<file path="src/rtl/hazard_bypass_unit_pkg.sv">
// hazard_bypass_unit_pkg: opcodes, bubble instruction and operand/writer classification helpers.
package hazard_bypass_unit_pkg;
  localparam logic [6:0] OP_ALU = 7'b0110011;
  localparam logic [6:0] OP_ALUI = 7'b0010011;
  localparam logic [6:0] OP_LW = 7'b0000011;
  localparam logic [6:0] OP_SW = 7'b0100011;
  localparam logic [6:0] OP_BEQ = 7'b1100011;
  localparam logic [31:0] NOP_INSN_DEF = 32'h00000013;
  typedef enum logic [1:0] {WR_NONE, WR_ALU, WR_LOAD} wr_class_e;
  function automatic wr_class_e writes_rd(input logic [6:0] op);
    return (op == OP_ALU || op == OP_ALUI) ? WR_ALU : (op == OP_LW) ? WR_LOAD : WR_NONE;
  endfunction
  function automatic logic reads_rs1(input logic [6:0] op);
    return op == OP_ALU || op == OP_ALUI || op == OP_LW || op == OP_SW || op == OP_BEQ;
  endfunction
  function automatic logic reads_rs2(input logic [6:0] op);
    return op == OP_ALU || op == OP_SW || op == OP_BEQ;
  endfunction
endpackage

</file>
<file path="src/rtl/hazard_bypass_unit_bypass_match.sv">
// hazard_bypass_unit_bypass_match: per-operand bypass select generation, younger producer wins.
module hazard_bypass_unit_bypass_match
  import hazard_bypass_unit_pkg::*;
(
  input  logic [4:0] rs,
  input  logic       reads,
  input  logic [4:0] exmem_rd,
  input  wr_class_e  exmem_cls,
  input  logic [4:0] memwb_rd,
  input  wr_class_e  memwb_cls,
  output logic       from_mem,
  output logic       from_alu_wb,
  output logic       from_ld_wb
);
  logic wb_hit;
  assign from_mem = reads && exmem_cls == WR_ALU && exmem_rd != 5'd0 && exmem_rd == rs;
  assign wb_hit = reads && memwb_rd != 5'd0 && memwb_rd == rs && !from_mem;
  assign from_alu_wb = wb_hit && memwb_cls == WR_ALU;
  assign from_ld_wb = wb_hit && memwb_cls == WR_LOAD;
endmodule

</file>
<file path="src/rtl/hazard_bypass_unit.sv">
// hazard_bypass_unit: shadow ID/EX, EX/MEM, MEM/WB IRs with load-use stall and operand bypass selects.
module hazard_bypass_unit
  import hazard_bypass_unit_pkg::*;
#(
  parameter logic [31:0] NOP_INSN = NOP_INSN_DEF,
  parameter int          CNT_W = 16
) (
  input  logic             clock,
  input  logic             reset_n,
  input  logic             advance,
  input  logic             flush,
  input  logic [31:0]      IFIDIR,
  output logic [31:0]      IDEXIR,
  output logic [31:0]      EXMEMIR,
  output logic [31:0]      MEMWBIR,
  output logic             stall,
  output logic             bypassAfromMEM,
  output logic             bypassAfromALUinWB,
  output logic             bypassAfromLDinWB,
  output logic             bypassBfromMEM,
  output logic             bypassBfromALUinWB,
  output logic             bypassBfromLDinWB,
  output logic [CNT_W-1:0] stall_cycles
);
  logic [4:0] idex_rd;
  logic       idex_rs1_rd;
  logic       idex_rs2_rd;
  wr_class_e  exmem_cls;
  wr_class_e  memwb_cls;
  assign idex_rd = IDEXIR[11:7];
  assign idex_rs1_rd = reads_rs1(IDEXIR[6:0]);
  assign idex_rs2_rd = reads_rs2(IDEXIR[6:0]);
  assign exmem_cls = writes_rd(EXMEMIR[6:0]);
  assign memwb_cls = writes_rd(MEMWBIR[6:0]);
  // A load in ID/EX cannot forward to the decode instruction in time, so hold it one cycle.
  assign stall = IDEXIR[6:0] == OP_LW && idex_rd != 5'd0 &&
                 ((reads_rs1(IFIDIR[6:0]) && IFIDIR[19:15] == idex_rd) ||
                  (reads_rs2(IFIDIR[6:0]) && IFIDIR[24:20] == idex_rd));
  hazard_bypass_unit_bypass_match u_match_a (
    .rs(IDEXIR[19:15]), .reads(idex_rs1_rd),
    .exmem_rd(EXMEMIR[11:7]), .exmem_cls(exmem_cls),
    .memwb_rd(MEMWBIR[11:7]), .memwb_cls(memwb_cls),
    .from_mem(bypassAfromMEM), .from_alu_wb(bypassAfromALUinWB), .from_ld_wb(bypassAfromLDinWB)
  );
  hazard_bypass_unit_bypass_match u_match_b (
    .rs(IDEXIR[24:20]), .reads(idex_rs2_rd),
    .exmem_rd(EXMEMIR[11:7]), .exmem_cls(exmem_cls),
    .memwb_rd(MEMWBIR[11:7]), .memwb_cls(memwb_cls),
    .from_mem(bypassBfromMEM), .from_alu_wb(bypassBfromALUinWB), .from_ld_wb(bypassBfromLDinWB)
  );
  always_ff @(posedge clock or negedge reset_n) begin
    if (!reset_n) begin
      IDEXIR <= NOP_INSN;
      EXMEMIR <= NOP_INSN;
      MEMWBIR <= NOP_INSN;
      stall_cycles <= '0;
    end else if (advance) begin
      IDEXIR <= (flush || stall) ? NOP_INSN : IFIDIR;
      EXMEMIR <= IDEXIR;
      MEMWBIR <= EXMEMIR;
      if (stall && !flush && !(&stall_cycles)) stall_cycles <= stall_cycles + 1'b1;
    end
  end
endmodule

</file>
<file path="config.mk">
export PLATFORM = sky130hd
export DESIGN_NAME = hazard_bypass_unit
export DESIGN_NICKNAME = d
export VERILOG_FILES = /design/src/rtl/hazard_bypass_unit_pkg.sv /design/src/rtl/hazard_bypass_unit_bypass_match.sv /design/src/rtl/hazard_bypass_unit.sv
export SDC_FILE = /design/constraint.sdc
export NUM_CORES = 1
export LEC_CHECK = 0
export ABC_AREA = 1
export CORE_ASPECT_RATIO = 1.25
export CORE_UTILIZATION = 45
export DETAILED_ROUTE_END_ITERATION = 12
export PLACE_DENSITY = 0.86
export SLEW_MARGIN = 5
export SYNTH_ARGS = -nofsm -noshare
export SYNTH_HDL_FRONTEND = slang
export SYNTH_SLANG_ARGS = --single-unit
export TNS_END_PERCENT = 100
</file>
<file path="constraint.sdc">
create_clock -name clock -period 1.9 [get_ports clock]
set_input_delay 0.475 -clock clock [delete_from_list [all_inputs] [get_ports clock]]
set_output_delay 0.475 -clock clock [all_outputs]
set_load 0.03 [all_outputs]
</file>
# == Word level (Yosys, flattened, before mapping) ==
# Index checks and enable logic that the tools add are counted.
# classes
eq_ne,25
add_sub_neg,1
muxes,5
reduce_logical,47
# op_table
operator,count
"7-bit by 6-bit equality test with 1-bit output, second input constant",6
32-bit 2-to-1 mux,1
5-bit equality test,6
"7-bit by 2-bit equality test with 1-bit output, second input constant",4
"7-bit by 5-bit equality test with 1-bit output, second input constant",4
1-bit logical AND,22
"16-bit by 1-bit adder with 16-bit output, second input constant",1
1-bit logical OR,16
16-bit AND reduction,1
5-bit nonzero test,3
"7-bit equality test, second input constant",2
2-bit 2-to-1 mux,4
"2-bit by 1-bit equality test with 1-bit output, second input constant",2
1-bit logical NOT,4
"2-bit equality test, second input constant",1
2-bit AND reduction,1
# totals
in_bits,36
wordCells,82
reg_bits,112

# == Logic depth before layout (Yosys ltp) ==
# Gate-level depths: netlist (run 1).
# depth
ltp_word,11
depth_mapped,12

# == By module ==
# From an unflattened synthesis (run 1), not the netlist that was laid out.
# unflattened
hier_cells,738
hier_area_um2,5524.0
# modules_own_cells
mod,area_per_inst_um2,cells_each,instances
hazard_bypass_unit,5016.1,612,1
hazard_bypass_unit_bypass_match,254.0,63,2

# == Worst setup path after synthesis (run 1) ==
# Ideal clock, no wire load.
# synth_timing
kind,register -> output
from,register IDEXIR[1]
to,output port bypassBfromALUinWB
stages_incl_launch_ff,7
t_arrival_ns,1.694
path_buffers,0
slack_ns,-0.269
cell_sequence,dfstp_2 nand3_1 a21oi_1 nand3_1 nor3_1 nand2_1 nor2_1
# synth_between
elab_chain_len,9
elab_cells_between_ends,13
classes_between,eq/ne (3); reduce/logical (10)
# synth_rtl
element,line_no,source
from (decl),hazard_bypass_unit.sv:13,"output logic [31:0] IDEXIR,"
from (signal assigned),hazard_bypass_unit.sv:58,IDEXIR <= (flush || stall) ? NOP_INSN : IFIDIR;
7-bit by 6-bit equality test with 1-bit output,hazard_bypass_unit_pkg.sv:17,return op == OP_ALU || op == OP_SW || op == OP_BEQ;
1-bit logical OR,hazard_bypass_unit_pkg.sv:17,
1-bit logical OR *,hazard_bypass_unit_pkg.sv:17,
1-bit logical AND (3 in series),hazard_bypass_unit_bypass_match.sv:16,assign from_mem = reads && exmem_cls == WR_ALU && exmem_rd != 5'd0 && exmem_rd == rs;
1-bit logical NOT,hazard_bypass_unit_bypass_match.sv:17,assign wb_hit = reads && memwb_rd != 5'd0 && memwb_rd == rs && !from_mem;
1-bit logical AND *,hazard_bypass_unit_bypass_match.sv:17,
1-bit logical AND *,hazard_bypass_unit_bypass_match.sv:18,assign from_alu_wb = wb_hit && memwb_cls == WR_ALU;
to (decl),hazard_bypass_unit.sv:21,"output logic bypassBfromALUinWB,"
# Mark *: on every way between the ends. The rest lies on a longest branch, timed or not.

# == Worst setup path after layout (run 1) ==
# layout_timing
from,register EXMEMIR[4]
to,output port bypassBfromALUinWB
# layout_between
elab_chain_len,10
elab_cells_between_ends,13
classes_between,eq/ne (4); mux (2); reduce/logical (7)
# layout_rtl
element,line_no,source
from (decl),hazard_bypass_unit.sv:14,"output logic [31:0] EXMEMIR,"
from (signal assigned),hazard_bypass_unit.sv:54,EXMEMIR <= NOP_INSN;
from (signal assigned),hazard_bypass_unit.sv:59,EXMEMIR <= IDEXIR;
"7-bit by 2-bit equality test with 1-bit output, or another cell as far along",hazard_bypass_unit_pkg.sv:11,return (op == OP_ALU || op == OP_ALUI) ? WR_ALU : (op == OP_LW) ? WR_LOAD : WR_NONE;
2-bit 2-to-1 mux / 1-bit logical OR (equally long branches),hazard_bypass_unit_pkg.sv:11,
2-bit 2-to-1 mux *,hazard_bypass_unit_pkg.sv:11,
2-bit by 1-bit equality test with 1-bit output *,hazard_bypass_unit_bypass_match.sv:16,
1-bit logical AND * (3 in series),hazard_bypass_unit_bypass_match.sv:16,
1-bit logical NOT *,hazard_bypass_unit_bypass_match.sv:17,
1-bit logical AND *,hazard_bypass_unit_bypass_match.sv:17,
1-bit logical AND *,hazard_bypass_unit_bypass_match.sv:18,
# Marks and branches as above.

==> results of run 1 <==
[layer usage]
layer	routed length, um	GRT usage	vias to the layer above
met5	0	0	-
met4	518	0.103	0
met3	953	0.0530	40
met2	7900	0.444	198
met1	5980	0.306	2404
li1	-	-	2395
[path summary, 6_finish.rpt]
path	end	depth (start not counted)	slack, ns	start
max reg2reg	stall_cycles[4]	13	0.03	IDEXIR[2]
max in group asynchronous	IDEXIR[0]	2	1.20	reset_n
min reg2reg	MEMWBIR[21]	2	0.47	MEMWBIR[21]
min	MEMWBIR[22]	1	0.05	reset_n
min in group clock	IDEXIR[4]	3	0.43	IFIDIR[4]
max	bypassBfromALUinWB	8	-0.49	EXMEMIR[4]
[report_power, final]
group	total (mW)	internal, mW	switching, mW
sequential	2.78	2.60	0.186
clock	1.96	1.07	0.892
combinational	1.53	0.599	0.929
[sequential cells by signal, indices dropped and copies added (netlist names)]
signal        count
EXMEMIR          32
IDEXIR           32
MEMWBIR          32
stall_cycles     16
[layout by cell type, fill, tap and decap left out, types with 10 or more instances in the layout]
cell type / netlist / layout
nand2_1: 256 / 251
dfrtp_1: 103 / 101
dlygate4sd2_1: 0 / 74
buf_4: 0 / 59
inv_1: 59 / 55
o21ai_0: 39 / 39
clkdlybuf4s50_1: 0 / 39
nand3_1: 38 / 36
dlymetal6s2s_1: 0 / 28
nor2_1: 29 / 21
o22ai_1: 13 / 13
buf_6: 2 / 10
[cell families (layout without fill, tap and decap cells)]
kind of cell	after synthesis	in the layout	share of synthesized area
compound gates	57	57	0.0602
xor+xnor	14	14	0.0254
fa+ha+maj	1	1	0.00244
buf+inv	89	300	0.0690
flops	112	112	0.548
other cells	0	5	0
simple gates	358	358	0.295
[timing repair]
action	in CTS	in global routing
buffers inserted	3	4
resized for setup	91	51
cloned	0	1
pin swaps	22	14
setup endpoints to repair	76	68
[per-stage QoR]
| stage | std cells | hold slack [ns] | setup TNS [ns] | total power [mW] | utilization |
|---|---|---|---|---|---|
| 6_report | 982 | 0.0542 | -2.98 | 6.27 | 0.696 |
| 2_1_floorplan | 631 | 0.179 | -0.0693 | 3.59 | - |
| 3_3_place_gp | 953 | 0.434 | -11.24 | 4.34 | 0.654 |
| 4_1_cts | 972 | 0.0675 | -2.86 | 6.26 | 0.678 |
| 5_1_grt | 981 | 0.0757 | -3.96 | 6.51 | 0.696 |
| 3_5_place_dp | 953 | 0.442 | -13.01 | 4.39 | 0.654 |
[final cells by class]
| cell class | instances | area, sq um |
|---|---|---|
| Antenna cell | 5 | 12.5 |
| Clock buffer | 11 | 243 |
| Clock inverter | 5 | 65.1 |
| Fill cell | 867 | 3370 |
| Inverter | 65 | 249 |
| Multi-Input combinational cell | 430 | 2090 |
| Sequential cell | 112 | 2820 |
| Tap cell | 135 | 169 |
| Timing Repair Buffer | 219 | 2070 |
==> out/results.txt, run 1 <==
Top-area cell type share of the netlist area - 0.502
Starting Density - 0.463
Die X - 97.5 um
Status - finished, violations left
Total number of vias - 5,037
Row cnt - 43
Per-cell routed wire length - 15.6 um
CP Launch Type - register
Post-synth EDFFs - 0
Skew final - 0.00668 ns
Worst Path Required - 1.42 ns
Initial drt markers - 257
Yosys reg bits - 112
Max VDD drop - 0.000565 V
Final setup violation count - 7
Slowest CP cell - dfstp_2
Chip height - 121 um
Failing checks - setup timing
Synthesized area - 5130 sq um
Final Cycle Share - 1.26
Max_slew headroom - 0.720
Worst-path maximum fanout - 2
Crit Path Category - register to output pin
Post-synthesis cell type count - 32
CTS max path bufs - 2
Ys async rst share - 1.00
Initial antenna violation count - 4
Syn Inst Count - 631
Total of warnings raised by yosys - 0
Area post-placement - 7240 sq um
Largest cells by area after synthesis - dfrtp_1 (50%), nand2_1 (19%), dfstp_2 (4.6%)
RSZ-0062 raised after global routing - true
Sequential share of the synthesized area - 0.548
CTS root buf - clkbuf_16
Die area - 11,800 sq um
Pre-antenna DRT Iters - 7
Layout cells sized above 1 - 0.167
Area Overhead vs Synth - 50.3%
DRC violations left - 0
Worst-skew pair later-pin latency - 0.35 ns
Max Freq - 418 MHz
Count leader, synth - nand2_1
Largest net degree at the start of global routing - 86
Worst setup EP type - output pin
Hold Fails Final Rpt - 0
Vias/cell - 5.13
Overall routed net length - 15,300 um
Core area - 11,100 sq um
Post-route ant nets - 0
Setup slack after layout - -0.490 ns
Worst hold-check path type - input port to async pin
Max-slew violation count - 0
Syn_nets - 668
Pre-CTS setup slack - -0.421 ns
Commonest cells post-synth - nand2_1 (256), dfrtp_1 (103), inv_1 (59), o21ai_0 (39), nand3_1 (38)
Clock sinks - 112
Synth area leader - dfrtp_1
First-pass GRT wire length - 23,900 um
Total CTS buffers - 9
Post-DP HPWL - 10,900 um
Critical Path Max Stage Delay - 0.55 ns
Boundary Pins - 155
H-Tree Depth - 3
Max-Cap Viols - 0
Power Density - 814 nW/um^2
Lkg Pwr - 4.38 nW
Finished Cell Area - 7710 sq um
GR Util All Layers - 0.254
Crit path time final - 2.39 ns
Vias in the first global route - 4,902
Worst path cell trace - inv_2, nor3_2, nand3_1, nor2_2, nand4_1, nand2_2, nor2_4, buf_6
Worst-path clk slew - 0.08 ns
Gr ovfl total - 0
CTS Hold Bufs - 0
IO Port Bufs - 154
Syn_area_per_cell - 8.13 sq um
Worst Tran Pin Value - 0.421 ns
CP Data Arrival Time - 1.91 ns
CP top delay family - simple AND/OR/NAND/NOR gates
Net count, final - 874
Top FF cell, synth - dfrtp_1
RD Place Congestion - 0.904
Buffers and inverters on the worst path - 2
TritonCTS clock tree - done
No activity file was read; power rests on OpenSTA's default activity.
==> run 2, diff against run 1 <==
--- a/config.mk
+++ b/config.mk
@@ -9,7 +9,7 @@
 export CORE_ASPECT_RATIO = 1.25
 export CORE_UTILIZATION = 45
 export DETAILED_ROUTE_END_ITERATION = 12
-export PLACE_DENSITY = 0.86
+export PLACE_DENSITY_LB_ADDON = 0.05
 export SLEW_MARGIN = 5
 export SYNTH_ARGS = -nofsm -noshare
 export SYNTH_HDL_FRONTEND = slang
==> run 2 against run 1 <==
The flow finishes with violations (hold timing, setup timing); combinational power about the same; critical endpoint is now bypassAfromALUinWB; first-iteration DRC count decreased by 11%; global-route usage decreased by 1.2 points; flip-flop and latch count unchanged; wire length decreased by 6.4%; non-clock buffer count increased by 3; largest power group unchanged.
==> out/results.txt, run 2 (synthesis gave the netlist of run 1 again) <==
CTS root buf - clkbuf_16
Clk pwr share - 0.316 (+0.003)
Gr ovfl total - 0 (unchanged)
TritonCTS clock tree - done
Final core utilization - 0.698 (+0.00192)
Initial antenna violation count - 3 (-1)
Largest regs - EXMEMIR x32, IDEXIR x32, MEMWBIR x32
Worst setup EP type - output pin
Crit Path Category - register to output pin
Overall routed net length - 14,400 um (-6.4%)
R2r setup slk - 0.13 ns (+0.10 ns)
CTS max path bufs - 2 (unchanged)
IO Port Bufs - 154 (unchanged)
Max-slew violation count - 0 (unchanged)
DRC violations left - 0 (unchanged)
Worst Path Required - 1.42 ns (about the same)
RSZ-0062 raised after global routing - true
Die area - 11,800 sq um (unchanged)
Worst-path clk slew - 0.07 ns (about the same)
Switching part of the total - 0.324 (+0.00410)
Total number of vias - 4,855 (-3.6%)
Total CTS buffers - 9 (unchanged)
Switching power - 2.04 mW (+1.4%)
CP Data Arrival Time - 1.83 ns (-0.08 ns)
Worst Tran Pin Value - 0.381 ns (-0.0398 ns)
Leading cell type in the layout, fill and taps excluded - nand2_1
Clock sinks - 112 (unchanged)
Fill cells - 952 (+9.8%)
Max Freq - 435 MHz (+3.9%)
Comb pwr share - 0.242 (-0.002)
Skew final - 0.00730 ns (+0.000617 ns)
Worst-skew pair later-pin latency - 0.35 ns (about the same)
Area Overhead vs Synth - 50.7%
Vias in the first global route - 4,635 (-5.4%)
Net count, final - 877 (+0.34%)
Hold slack - -0.00288 ns (-0.0571 ns)
Post-route ant nets - 0 (unchanged)
Largest net degree at the start of global routing - 86 (unchanged)
Max VDD drop - 0.000477 V (-16%)
Failing checks - hold timing, setup timing
Per-cell routed wire length - 14.6 um (-6.5%)
Starting Density - 0.463 (unchanged)
Max-Cap Viols - 0 (unchanged)
Max_slew headroom - 0.747 (+0.0276)
Worst-path maximum fanout - 2 (unchanged)
Vias/cell - 4.94 (-3.7%)
Cell Int Power - 4.25 mW (-0.47%)
Chip height - 121 um (unchanged)
Final setup violation count - 7 (unchanged)
Worst hold-check path type - input port to async pin
Core area - 11,100 sq um (unchanged)
GR Util All Layers - 0.243 (-0.0116)
M3 GR Usage - 0.0501 (-0.00288)
Most frequent cells in the layout - nand2_1 (251), dfrtp_1 (95), dlygate4sd2_1 (87)
Post-DP HPWL - 10,300 um (-4.8%)
Final Cycle Share - 1.21 (-0.0471)
Row cnt - 43 (unchanged)
Pre-antenna DRT Iters - 5 (-2)
Boundary Pins - 155 (unchanged)
Grt peak-use layer - met2
First-pass GRT wire length - 22,800 um (-4.6%)
Met2 usage - 0.413 (-0.0315)
CTS Hold Bufs - 0 (unchanged)
Power Density - 813 nW/um^2 (-0.14%)
CP Launch Type - register
Setup slack after layout - -0.400 ns (+0.0895 ns)
Seq pwr share - 0.442 (about the same)
Layout cells sized above 1 - 0.185 (+0.0172)
Status - finished, violations left
Met1 Use GR - 0.307 (+0.00184)
Die X - 97.5 um (unchanged)
Crit path time final - 2.30 ns (-0.0895 ns)
H-Tree Depth - 3 (unchanged)
Hold Fails Final Rpt - 7 (+7)
Lkg Pwr - 4.29 nW (-2.1%)
RD Place Congestion - 0.881 (-2.6%)
Initial drt markers - 230 (-11%)
-- run 2: worst max-delay path, cell delays in order, from the launching register on --
cell and delay [ns]:
dfstp_2 0.54, inv_2 0.04, nor3_2 0.14, nand3_1 0.11
nor2_2 0.14, buf_4 0.13, nand3_4 0.09, nand2_4 0.11
nor2_4 0.03, buf_6 0.14
-- run 2: metal layers --
| layer | share of wire | up-vias |
|---|---|---|
| li1 | - | 2399 |
| met1 | 0.42 | 2304 |
| met2 | 0.51 | 136 |
| met3 | 0.057 | 16 |
| met4 | 0.019 | 0 |
| met5 | 0 | - |
-- run 2: final cells by class --
class | instances | area, sq um | share of cell area
flip-flops and latches | 112 | 2820 | 0.365
multi-input cells | 430 | 2120 | 0.274
repair buffers | 222 | 2060 | 0.266
inverters | 65 | 249 | 0.0322
clock buffers | 9 | 225 | 0.0291
well taps | 135 | 169 | 0.0218
clock inverters | 7 | 85.1 | 0.0110
diodes | 3 | 7.51 | 0.000971
-- run 2: path summary, 6_finish.rpt --
kind	depth (start not counted)	to	startpoint
max	9	bypassAfromALUinWB	EXMEMIR[4]
max in group asynchronous	2	EXMEMIR[22]	reset_n
min in group clock	2	MEMWBIR[29]	MEMWBIR[29]
min reg2reg	2	MEMWBIR[29]	MEMWBIR[29]
min	1	MEMWBIR[6]	reset_n
max reg2reg	11	stall_cycles[14]	IDEXIR[0]
-- run 2: through the flow --
stage	TNS [ns]	setup WS, ns	power [mW]	area, sq um	cells
after detailed placement	-14.65	-0.426	4.40	7290	956
final	-2.42	-0.400	6.28	7730	983
after global placement	-11.88	-0.382	4.37	7290	956
after CTS	-2.48	-0.408	6.29	7580	975
after global routing	-3.24	-0.536	6.54	7730	983
after floorplan	-0.0693	-0.0463	3.59	5200	631
-- run 2: what timing repair did --
item,in CTS,in global routing
resized for setup,110,43
endpoints found under the setup margin,95,56
pin swaps,23,11
buffers inserted,3,5
-- run 2: power groups by stage --
stage,clock network (mW),registers [mW],logic (mW)
floorplan,0,3.20,0.382
global placement,0,2.81,1.56
detailed placement,0,2.82,1.58
CTS,2.02,2.78,1.50
global route,2.10,2.81,1.63
finish,1.98,2.78,1.52
